==> config.mk <==
export PLATFORM = sky130hd
export DESIGN_NAME = r_ram_to_uart
export DESIGN_NICKNAME = d
export VERILOG_FILES = /design/src/rtl/r_ram_to_uart.sv
export SDC_FILE = /design/constraint.sdc
export NUM_CORES = 1
export LEC_CHECK = 0
export CORE_MARGIN = 2
export CORE_UTILIZATION = 45
export CTS_CLUSTER_DIAMETER = 100
export DETAILED_ROUTE_END_ITERATION = 10
export PLACE_DENSITY_LB_ADDON = 0.25
export SLEW_MARGIN = 20
export SYNTH_ARGS = -nofsm -noshare
export SYNTH_HDL_FRONTEND = slang
export SYNTH_SLANG_ARGS = --single-unit
export TNS_END_PERCENT = 20
==> constraint.sdc <==
create_clock -name sys_clk -period 2.5 [get_ports sys_clk]
set_input_delay 0.375 -clock sys_clk [delete_from_list [all_inputs] [get_ports sys_clk]]
set_output_delay 0.375 -clock sys_clk [all_outputs]
set_load 0.005 [all_outputs]
==> src/rtl/r_ram_to_uart.sv <==
`default_nettype none
`timescale 1ns/1ps
// ============================================================================
//  Module      : r_ram_to_uart
//  Description : Reads a block of FULL_NUMBER bytes from a synchronous RAM,
//                one byte at a time, and sends each byte as an 8N1 UART frame.
//                One block is sent per assertion of the level start input.
//                The end flag stays high until start is released.
//  Revision    : 1.0  initial release
// ============================================================================
module r_ram_to_uart #(
    parameter int CLK_FREQ    = 50000000,  // system clock frequency in Hz
    parameter int BAUD        = 115200,    // UART bit rate
    parameter int FULL_NUMBER = 8864,      // bytes per block, 1..32768
    parameter int RD_LAT      = 2          // RAM read latency, 1..4
) (
    input  logic        sys_clk,
    input  logic        sys_rst_n,
    input  logic        r_ram_to_uart_start,
    input  logic [7:0]  ram_dout,
    output logic [14:0] address,
    output logic        ram_en,
    output logic        uart_txd,
    output logic        busy,
    output logic        r_ram_to_uart_end
);

    // ------------------------------------------------------------------------
    // Derived constants
    // ------------------------------------------------------------------------
    localparam int BIT_CYCLES = CLK_FREQ / BAUD;
    // A one-clock bit period still needs a 1-bit counter to stay legal.
    localparam int BCNT_W     = (BIT_CYCLES > 1) ? $clog2(BIT_CYCLES) : 1;

    localparam logic [BCNT_W-1:0] C_BIT_LAST  = BCNT_W'(BIT_CYCLES - 1);
    localparam logic [BCNT_W-1:0] C_BCNT_ONE  = BCNT_W'(1);
    localparam logic [14:0]       C_ADDR_LAST = 15'(FULL_NUMBER - 1);
    localparam logic [1:0]        C_WAIT_LAST = 2'(RD_LAT - 1);
    // Frame bit index: 0 = start bit, 1..8 = data bits, 9 = stop bit.
    localparam logic [3:0]        C_LAST_DATA = 4'd8;
    localparam logic [3:0]        C_STOP_BIT  = 4'd9;

    // ------------------------------------------------------------------------
    // State encoding
    // ------------------------------------------------------------------------
    typedef enum logic [2:0] {
        S_IDLE = 3'd0,
        S_RD   = 3'd1,
        S_WAIT = 3'd2,
        S_TX   = 3'd3,
        S_DONE = 3'd4
    } state_t;

    state_t              state_q;
    logic [14:0]         cnt_q;      // byte counter, doubles as RAM address
    logic [7:0]          shift_q;    // data bits still to be shifted out
    logic [BCNT_W-1:0]   baud_q;     // clocks elapsed in the current bit
    logic [3:0]          bit_q;      // position within the frame
    logic [1:0]          wait_q;     // RAM latency counter
    logic                txd_q;
    logic                ram_en_q;
    logic                busy_q;
    logic                end_q;

    logic                w_bit_end;   // last clock of the current serial bit
    logic                w_last_byte; // current byte is the final one of the block

    // Decode the end-of-bit and end-of-block conditions used by the FSM.
    always_comb begin
        w_bit_end   = (baud_q == C_BIT_LAST);
        w_last_byte = (cnt_q == C_ADDR_LAST);
    end

    // Main controller: RAM fetch, latency wait, frame serialisation, handshake.
    // All outputs are registered here so the serial line never glitches.
    always_ff @(posedge sys_clk or negedge sys_rst_n) begin
        if (!sys_rst_n) begin
            state_q  <= S_IDLE;
            cnt_q    <= '0;
            shift_q  <= '0;
            baud_q   <= '0;
            bit_q    <= '0;
            wait_q   <= '0;
            txd_q    <= 1'b1;
            ram_en_q <= 1'b0;
            busy_q   <= 1'b0;
            end_q    <= 1'b0;
        end else begin
            // ram_en is a single-cycle strobe; it is re-armed only on entry to RD.
            ram_en_q <= 1'b0;

            // Releasing start clears the end flag in every state; DONE below
            // takes priority so a short start pulse still produces an end pulse.
            if (!r_ram_to_uart_start) begin
                end_q <= 1'b0;
            end

            case (state_q)
                S_IDLE: begin
                    if (r_ram_to_uart_start && !end_q && !busy_q) begin
                        state_q  <= S_RD;
                        busy_q   <= 1'b1;
                        ram_en_q <= 1'b1;
                    end
                end

                S_RD: begin
                    state_q <= S_WAIT;
                    wait_q  <= '0;
                end

                S_WAIT: begin
                    if (wait_q == C_WAIT_LAST) begin
                        // Read data is valid on this, the last latency cycle.
                        shift_q <= ram_dout;
                        state_q <= S_TX;
                        txd_q   <= 1'b0;   // start bit
                        baud_q  <= '0;
                        bit_q   <= '0;
                    end else begin
                        wait_q <= wait_q + 2'd1;
                    end
                end

                S_TX: begin
                    if (w_bit_end) begin
                        baud_q <= '0;
                        if (bit_q == C_STOP_BIT) begin
                            if (w_last_byte) begin
                                state_q <= S_DONE;
                            end else begin
                                // Fetch the next byte straight away, no idle gap.
                                cnt_q    <= cnt_q + 15'd1;
                                state_q  <= S_RD;
                                ram_en_q <= 1'b1;
                            end
                        end else begin
                            bit_q <= bit_q + 4'd1;
                            if (bit_q == C_LAST_DATA) begin
                                txd_q <= 1'b1;   // stop bit
                            end else begin
                                txd_q   <= shift_q[0];
                                shift_q <= {1'b0, shift_q[7:1]};
                            end
                        end
                    end else begin
                        baud_q <= baud_q + C_BCNT_ONE;
                    end
                end

                S_DONE: begin
                    cnt_q   <= '0;
                    busy_q  <= 1'b0;
                    end_q   <= 1'b1;
                    state_q <= S_IDLE;
                end

                default: begin
                    state_q <= S_IDLE;
                end
            endcase
        end
    end

    assign address           = cnt_q;
    assign ram_en            = ram_en_q;
    assign uart_txd          = txd_q;
    assign busy              = busy_q;
    assign r_ram_to_uart_end = end_q;

endmodule
`default_nettype wire

==> impl_metrics.csv, run 1 <==
group,metric,value,unit
floorplan,die_y,79.9,µm
layout,area_delta_synth_final,18.5,%
cts,cts_buffers,5,
grt,grtUsageTotal,19.9,%
floorplan,initial_core_util,46.8,%
yosys,synth_ff_type,"dfrtp_1",
worst_setup_path,critical_path_class,"reg2reg",
yosys,synth.distinct_cells,54,
power_and_ir_drop,clkPwrFrac,36.2,%
worst_setup_path,crit_path_end_kind,"flip-flop",
power_and_ir_drop,switchingPower,274,µW
cts,worstSkewPairLatency,0.30,ns
sta,finalMaxSlewViolations,0,
yosys,syn_inst,285,
cts,cts.sinks,45,
layout,fin_nets,336,
grt,grt_max_degree,46,
power_and_ir_drop,ir_worst_vdd,0.284,mV
grt,grt_pass1_vias,2188,
detailed_routing,drc,0,
cts,cts_tree,"done",
worst_setup_path,crit_path_max_fanout,15,
sta,max_freq,457,MHz
cts,ctsHoldBuffers,0,
min_path,hold_class,"in2async",
run_status,status,"completed",
layout,n_fill_cell,516,
power_and_ir_drop,p_seq_share,60.3,%
placement,port_buffers,29,
yosys,seq_area_frac_synth,43.4,%
grt,grt-ovfl-total,0,
yosys,synthArstFlopShare,100,%
worst_setup_path,reg2reg_depth,5,
detailed_routing,ant_nets,0,
yosys,ys_top_cells_by_area,"dfrtp_1 (42%), nand2_1 (6.8%), o21ai_0 (5.6%)",
worst_setup_path,cp_slowest_cell,"or4b_4",
floorplan,die_x,79.9,µm
power_and_ir_drop,switching_share,22.4,%
cts,htreeDepth,2,
yosys,synth_area_per_cell,9.11,µm²
sta,worst_pin_slew,0.590,ns
layout,n_antenna_cell,0,
placement,dp_hpwl,4.04,mm
detailed_routing,via_per_inst,5.83,
yosys,synth_top_family_by_area,"simple AND/OR/NAND/NOR gates",
worst_setup_path,cp_cell_sequence,"or4b_4 -> o31a_1 -> nor2_2 -> nand4_1 -> o21ai_0",
floorplan,io_pins,30,
yosys,synth_compound_area_share,19.2,%
yosys,synth-simple-area-share,26.6,%
grt,grt_pass1_wl,10.1,mm
yosys,synth-edff-count,0,
yosys,yosys_register_bits,45,
floorplan,dieArea,6390,µm²
cts,post_cts_resized,0,
yosys,yosys.area.top_type,"dfrtp_1",
sta,whs,0.0424,ns
yosys,syn_nets,303,
sta,finalSetupTns,0,ns
cts,max-clock-path-buffers,2,
power_and_ir_drop,p_leak,0.00130,µW
sta,min_period,2.19,ns
placement,gp_congestion,0.782,
yosys,syn_area,2590,µm²
worst_setup_path,rr_endpoint,"address[7]",
layout,layout-drive-gt1-share,13.2,%
sta,finalCritPeriodShare,87.5,%
run,max_cap_viol_count,0,
yosys,synthXorXnorAreaFrac,0.675,%
floorplan,core.rowCount,27,
power_and_ir_drop,intPower,949,µW
grt,antenna_found_initial,0,
sta,setup-violations-final,0,
cts,clk_transition_reported_paths,0.09,ns
cts,post_cts.repair.setup_buffers,0,
yosys,yosys_warnings,0,
detailed_routing,routedWlPerCell,14.6,µm
power_and_ir_drop,powerDensity,398,nW/µm²
yosys,synthAdderAreaFrac,3.38,%
floorplan,core_area,5540,µm²
cts,root_buffer,"clkbuf_8",
worst_setup_path,r2r-start,"baud_q[6]",
detailed_routing,dr.pass1.iters,4,
sta,grt_setup_unrepaired,"no",
detailed_routing,drt_iter0_drc,182,
detailed_routing,wirelength,5.72,mm
worst_setup_path,start_kind,"flip-flop",
yosys,synthMuxAreaShare,3.42,%
sta,finalHoldViolCount,0,
yosys,synth_top_area_share,42.4,%
sta,skew,0.00643,ns
worst_setup_path,worstPathRequired,2.72,ns
power_and_ir_drop,p_comb_share,3.6,%
worst_setup_path,crit_arrival,2.41,ns
worst_setup_path,reg2reg_slack,0.31,ns
sta,slew_headroom,60.7,%
worst_setup_path,critPathMaxStageDelay,0.58,ns
detailed_routing,vias,2278,
[worst max path at each step]
stage / start / end / cells past startpoint
finish: baud_q[6] / address[7] / 5
global route: baud_q[6] / address[7] / 5
CTS: baud_q[6] / address[7] / 5
detailed placement: baud_q[6] / address[7] / 5
global placement: baud_q[6] / address[7] / 5
floorplan: address[10] / address[2] / 6
[layer usage]
layer,up-vias,part of all wire (%),global-route usage (%)
met1,1093,47,26.7
met3,4,5.5,3.73
met5,-,0,0
met2,73,47,32.1
li1,1108,-,-
met4,0,0.51,7.46
[power groups by stage]
stage	Sequential, µW	Combinational, µW	Clock [µW]
after CTS	737	45.5	458
after global routing	738	50.6	487
after detailed placement	752	45.3	0
final	737	43.5	443
after floorplan	751	9.85	0
after global placement	751	44.2	0
[registers in the layout (all words and copies together) (netlist names)]
register           flops
shift_q                8
uart_txd               1
bit_q                  4
busy                   1
address               15
wait_q                 2
ram_en                 1
baud_q                 9
state_q                3
r_ram_to_uart_end      1
[placed cells by master (no fill, tap or decap), drive strengths merged, types with 2 or more instances in the layout]
cell and count:
clkdlybuf4s50 28, nand3b 3, clkbuf 5, and2 2, o311ai 2, o31ai 6, and3 5, nor4 3
ha 7, nor3 7, or4 3, o31a 3, clkinv 2, o41ai 4, and3b 3, nand3 14
a22o 2, a21oi 8, dfrtp 44, nand2 49, mux2 7, o21ai 31, a31oi 8, nand4 8
nor2 21, buf 9, inv 8, xor2 2, nand2b 6
[worst max-delay path: cells and delay by family, from the launching register on]
family             cells  cell delay [ns]
and+or+nand+nor        3             1.00
DFF                    1             0.44
AOI/OAI and AO/OA      2             0.66
[through the flow]
step | utilization (%) | instance area [µm²] | std cells | setup WS (ns) | total power, µW
after floorplan | - | 2590 | 285 | 0.551 | 760
after global placement | 53.9 | 2990 | 383 | 0.399 | 796
after detailed placement | 53.9 | 2990 | 383 | 0.347 | 797
after CTS | 55.5 | 3070 | 391 | 0.318 | 1240
after global routing | 55.5 | 3070 | 391 | 0.185 | 1280
final | 55.5 | 3070 | 391 | 0.312 | 1220
[final cells by class]
| cell class | count | area [µm²] | area share [%] |
|---|---|---|---|
| clock inverters | 3 | 17.5 | 0.570 |
| clock buffers | 5 | 68.8 | 2.24 |
| multi-input cells | 221 | 1380 | 45.0 |
| well taps | 72 | 90.1 | 2.93 |
| inverters | 8 | 30.0 | 0.977 |
| repair buffers | 37 | 358 | 11.6 |
| flip-flops and latches | 45 | 1130 | 36.7 |
[cells in the mapped netlist, types with 4 or more instances]
| master | count |
|---|---|
| ha_1 | 7 |
| nand2_1 | 47 |
| nand2b_1 | 6 |
| clkbuf_1 | 5 |
| nand3_1 | 14 |
| a31oi_1 | 8 |
| nor2_1 | 20 |
| o31ai_1 | 5 |
| a21oi_1 | 7 |
| nor3_1 | 7 |
| nand4_1 | 8 |
| inv_1 | 8 |
| mux2_2 | 7 |
| buf_2 | 5 |
| o21ai_0 | 29 |
| dfrtp_1 | 44 |
| and3_1 | 5 |
| o41ai_2 | 4 |
[kinds of logic after synthesis]
family                     Yosys count
AOI/OAI and AO/OA                   73
xor gates and xnor gates             2
adders and majority gates            7
buffers and inverters               19
DFF                                 45
muxes                                8
and+or+nand+nor                    131
(Power assumes the default switching activity.)
==> inputs of run 2 (changes only) <==
--- a/config.mk
+++ b/config.mk
@@ -9,6 +9,7 @@
 export CORE_UTILIZATION = 45
 export CTS_CLUSTER_DIAMETER = 100
 export DETAILED_ROUTE_END_ITERATION = 10
+export MAX_ROUTING_LAYER = met4
 export PLACE_DENSITY_LB_ADDON = 0.25
 export SLEW_MARGIN = 20
 export SYNTH_ARGS = -nofsm -noshare
==> constraint.sdc (replaced) <==
create_clock -name sys_clk -period 1.8 [get_ports sys_clk]
set_input_delay 0.27 -clock sys_clk [delete_from_list [all_inputs] [get_ports sys_clk]]
set_output_delay 0.27 -clock sys_clk [all_outputs]
set_load 0.005 [all_outputs]
==> run 2 against run 1 <==
The run now ends with negative setup slack left. Power increased by 40%. Design area grew 17%. Sequential power grew 38%. Maximum frequency rose by 12%. Critical endpoint is now address[8]. Largest power group unchanged.
==> impl_metrics.csv, run 2 (synthesis results as in run 1) <==
group,metric,value,unit
run_status,status,"complete, but fails checks",
run_status,violations,"negative setup slack",
detailed_routing,drc,0,
layout,layout-drive-gt1-share,29.5,%
floorplan,dieArea,6390,µm²
sta,setup_ws,-0.150,ns
detailed_routing,routedWlPerCell,14.9,µm
layout,largest_register_ffs,15,
cts,htreeDepth,2,
sta,worst_pin_slew,0.576,ns
detailed_routing,via_per_inst,5.59,
detailed_routing,wirelength,6.60,mm
cts,cts_buffers,5,
grt,grt_use_met2,35.1,%
floorplan,die_y,79.9,µm
min_path,hold_class,"in2async",
floorplan,die_x,79.9,µm
layout,n_fill_cell,462,
power_and_ir_drop,ir_worst_vdd,0.347,mV
detailed_routing,drt_iter0_drc,200,
sta,setup-violations-final,26,
layout,finalNonFillerCells,442,
detailed_routing,dr.pass1.iters,4,
cts,root_buffer,"clkbuf_8",
grt,grt_pass1_wl,10.8,mm
detailed_routing,vias,2470,
sta,skew,0.00778,ns
cts,max-clock-path-buffers,2,
layout,area.sequential,1130,µm²
power_and_ir_drop,p_leak,0.00161,µW
grt,grt_pass1_vias,2340,
sta,finalHoldViolCount,0,
grt,grt_max_degree,46,
placement,dp.cells,431,
grt,grtUsageTotal,22.1,%
placement,place_ws,-0.137,ns
run,max_cap_viol_count,0,
worst_setup_path,critical_path_class,"reg2reg",
floorplan,core_area,5540,µm²
grt,antenna_found_initial,0,
grt,met1_usage,29.0,%
grt,grt-ovfl-total,0,
sta,finalCritPeriodShare,108,%
sta,whs,0.0383,ns
layout,layout_commonest_cell,"buf_4",
cts,ctsHoldBuffers,0,
sta,finalMaxSlewViolations,0,
floorplan,core.rowCount,27,
power_and_ir_drop,power.total,1710,µW
cts,worstSkewPairLatency,0.31,ns
worst_setup_path,crit_arrival,2.15,ns
worst_setup_path,start_kind,"flip-flop",
cts,clk_transition_reported_paths,0.09,ns
cts,cts.sinks,45,
sta,slew_headroom,61.6,%
placement,gp_congestion,0.880,
layout,area_delta_synth_final,38.6,%
grt,met3_usage,4.30,%
worst_setup_path,crit_path_end_kind,"flip-flop",
placement,dp_hpwl,4.59,mm
floorplan,initial_core_util,46.8,%
layout,mostFrequentLayoutCells,"buf_4 (56), nand2_1 (46), dfrtp_1 (43)",
power_and_ir_drop,powerDensity,474,nW/µm²
worst_setup_path,crit_path_max_fanout,10,
placement,post_dp_cell_area,3350,µm²
floorplan,io_pins,30,
layout,fin_nets,387,
layout,final_cell_area,3600,µm²
cts,cts_tree,"done",
sta,min_period,1.95,ns
placement,port_buffers,29,
layout,n_antenna_cell,0,
worst_setup_path,worstPathRequired,2.00,ns
sta,grt_setup_unrepaired,"yes",
sta,max_freq,513,MHz
detailed_routing,ant_nets,0,
grt,grt-busiest-layer,"met2",
layout,multi_input_comb_area,1530,µm²
run 2: changes by cell type in the layout (fill, tap and decap cells not counted), sizes merged:
cell,change
clkinv,-1
buf,+51
clkinvlp,-1
clkbuf,+2
run 2: worst paths after layout:
kind	startpoint	to	slack (ns)	cells past startpoint
min reg2reg	wait_q[1]	wait_q[1]	0.51	1
max reg2reg	baud_q[3]	address[8]	-0.15	5
max	baud_q[3]	address[8]	-0.15	5
min in group sys_clk	ram_dout[7]	shift_q[7]	0.50	3
max in group asynchronous	sys_rst_n	state_q[0]	1.35	2
min	sys_rst_n	wait_q[0]	0.04	2
run 2: stage by stage:
stage | util (%) | TNS, ns
floorplan | - | -1.03
global placement | 60.4 | -1.08
detailed placement | 60.4 | -1.90
CTS | 62.9 | -1.81
global route | 64.9 | -3.90
finish | 64.9 | -2.38
run 2: cell type report:
type	instances	area share, %
clock inverter	1	0.139
inverter	8	0.835
multi-input combinational	221	42.5
tap	72	2.50
clock buffer	7	2.12
sequential	45	31.4
timing repair buffer	88	20.6
run 2: power by group:
part           leakage (µW)  internal, µW  switching [µW]
Clock             0.0000422           273             352
Sequential         0.000570          1020            4.80
Combinational      0.000995          28.5            29.2
Total               0.00161          1320             386
run 2: repair_timing:
| action | in CTS | in global routing |
|---|---|---|
| buffers inserted | 1 | 2 |
| pin swaps | 6 | 3 |
| resized for setup | 10 | 26 |
| setup endpoints to repair | 28 | 38 |
run 2: layer usage:
layer / share of wire, % / up-vias
met4: 1.1 / 0
met2: 48 / 66
met1: 47 / 1186
met5: 0 / -
li1: - / 1209
met3: 4.3 / 9
run 2: critical path: stages, from the launching register on:
cell and delay [ns]:
dfrtp_1 0.39, or4b_4 0.58, o31a_1 0.34, buf_6 0.17, a21o_1 0.15, a22o_1 0.22
==> inputs of run 3 (changes only) <==
--- a/config.mk
+++ b/config.mk
@@ -9,6 +9,7 @@
 export CORE_UTILIZATION = 45
 export CTS_CLUSTER_DIAMETER = 100
 export DETAILED_ROUTE_END_ITERATION = 10
+export DONT_BUFFER_PORTS = 1
 export MAX_ROUTING_LAYER = met4
 export PLACE_DENSITY_LB_ADDON = 0.25
 export SLEW_MARGIN = 20
==> run 3 against run 2 <==
The run still ends with negative setup slack left. Largest power group unchanged. Worst hold slack better by 0.041 ns. Utilization down 2.9 points. Critical path depth unchanged. Setup slack worse by 0.0052 ns. Count of clock-buffer cells in the layout down 2. Non-clock buffer count down 24.
==> impl_metrics.csv, run 3 (synthesis results as in run 1) <==
group,metric,value,unit
detailed_routing,via_per_inst,5.80,
sta,setup-violations-final,25,
sta,max_freq,512,MHz
cts,worstSkewPairLatency,0.31,ns
layout,layout-drive-gt1-share,37.3,%
sta,skew,0.00649,ns
sta,finalHoldViolCount,0,
worst_setup_path,crit_arrival,2.19,ns
layout,mostFrequentLayoutCells,"buf_4 (57), nand2_1 (46), dfrtp_1 (44)",
power_and_ir_drop,powerDensity,501,nW/µm²
detailed_routing,dr.pass1.iters,4,
layout,area_delta_synth_final,32.4,%
run,max_cap_viol_count,0,
cts,clk_transition_reported_paths,0.09,ns
floorplan,io_pins,30,
sta,finalMaxSlewViolations,0,
placement,post_dp_cell_area,3040,µm²
floorplan,initial_core_util,46.8,%
grt,grt_pass1_vias,2386,
worst_setup_path,crit_path_end_kind,"flip-flop",
cts,max-clock-path-buffers,2,
placement,dp_hpwl,4.58,mm
grt,grt_max_degree,46,
cts,cts_tree,"done",
grt,grt-ovfl-total,0,
power_and_ir_drop,ir_worst_vdd,0.387,mV
sta,finalCritPeriodShare,109,%
floorplan,die_y,79.9,µm
cts,root_buffer,"clkbuf_8",
detailed_routing,drt_iter0_drc,174,
cts,cts.sinks,45,
sta,finalSetupTns,-1.54,ns
worst_setup_path,start_kind,"flip-flop",
worst_setup_path,crit_path_max_fanout,5,
cts,cts_buffers,5,
worst_setup_path,worstPathRequired,2.03,ns
grt,grt_pass1_wl,11.2,mm
worst_setup_path,critical_path_class,"reg2reg",
floorplan,die_x,79.9,µm
grt,antenna_found_initial,0,
run_status,violations,"negative setup slack",
floorplan,core.rowCount,27,
detailed_routing,wirelength,6.78,mm
layout,largest_register_ffs,15,
sta,worst_pin_slew,0.423,ns
layout,layout_commonest_cell,"buf_4",
sta,grt_setup_unrepaired,"yes",
worst_setup_path,r2r-start,"address[5]",
detailed_routing,ant_nets,0,
grt,grtUsageTotal,22.9,%
min_path,hold_class,"in2reg",
layout,final_cell_area,3440,µm²
layout,fin_nets,363,
cts,htreeDepth,2,
worst_setup_path,critPathLaunch,"address[5]",
sta,min_period,1.95,ns
power_and_ir_drop,p_leak,0.00151,µW
floorplan,dieArea,6390,µm²
placement,port_buffers,0,
floorplan,core_area,5540,µm²
sta,setup_ws,-0.155,ns
min_path,hold_start,"ram_dout[7]",
run_status,status,"complete, but fails checks",
detailed_routing,drc,0,
placement,gp_congestion,0.889,
detailed_routing,vias,2425,
sta,slew_headroom,71.8,%
detailed_routing,routedWlPerCell,16.2,µm
layout,n_antenna_cell,0,
[run 3: final cells by class]
class | instances | area [µm²]
clock buffers | 5 | 68.8
flip-flops and latches | 45 | 1130
fillers | 488 | 2100
multi-input cells | 221 | 1580
repair buffers | 64 | 522
inverters | 8 | 30.0
well taps | 72 | 90.1
clock inverters | 3 | 17.5
[run 3: critical path, stage by stage, from the launching register on]
cell,delay (ns)
dfrtp_1,0.39
or4_4,0.56
or4_4,0.59
a31oi_4,0.17
nor2_2,0.04
mux2i_1,0.12
[run 3: metal layers]
layer | routed length [µm] | part of all wire (%) | up-vias | GRT usage (%)
met2 | 3320 | 49 | 67 | 36.8
li1 | - | - | 1166 | -
met4 | 97 | 1.4 | 0 | 6.44
met1 | 3050 | 45 | 1184 | 30.3
met3 | 315 | 4.6 | 8 | 3.39
met5 | 0 | 0 | - | -
[run 3: power by group]
part	internal (µW)	switching, µW	total, µW
sequential	1020	4.72	1020
combinational	17.1	27.6	44.7
clock	269	383	652
[run 3: stage by stage]
step | utilization (%) | hold slack, ns | instances | worst slack (ns) | total power, µW
floorplan | - | -0.0256 | 285 | -0.0919 | 1060
global placement | 54.9 | -0.0231 | 399 | -0.105 | 1060
detailed placement | 54.9 | -0.0235 | 399 | -0.177 | 1060
CTS | 59.4 | 0.0811 | 414 | -0.121 | 1730
global route | 62.0 | 0.0824 | 418 | -0.223 | 1770
finish | 62.0 | 0.0792 | 418 | -0.155 | 1720
[run 3: final timing paths]
path / cells after the start / endpoint / slack, ns
max: 5 / address[2] / -0.15
min: 2 / shift_q[7] / 0.08
max reg2reg: 5 / address[2] / -0.15
min reg2reg: 1 / baud_q[8] / 0.50
max in group asynchronous: 2 / uart_txd / 1.05
min in group asynchronous: 2 / wait_q[0] / 0.49
[run 3: timing repair]
item,4_1_cts,5_1_grt
resized for setup,26,30
hold buffers,2,0
hold endpoints to repair,45,0
endpoints found under the setup margin,27,36
pin swaps,14,6
buffers inserted,5,4
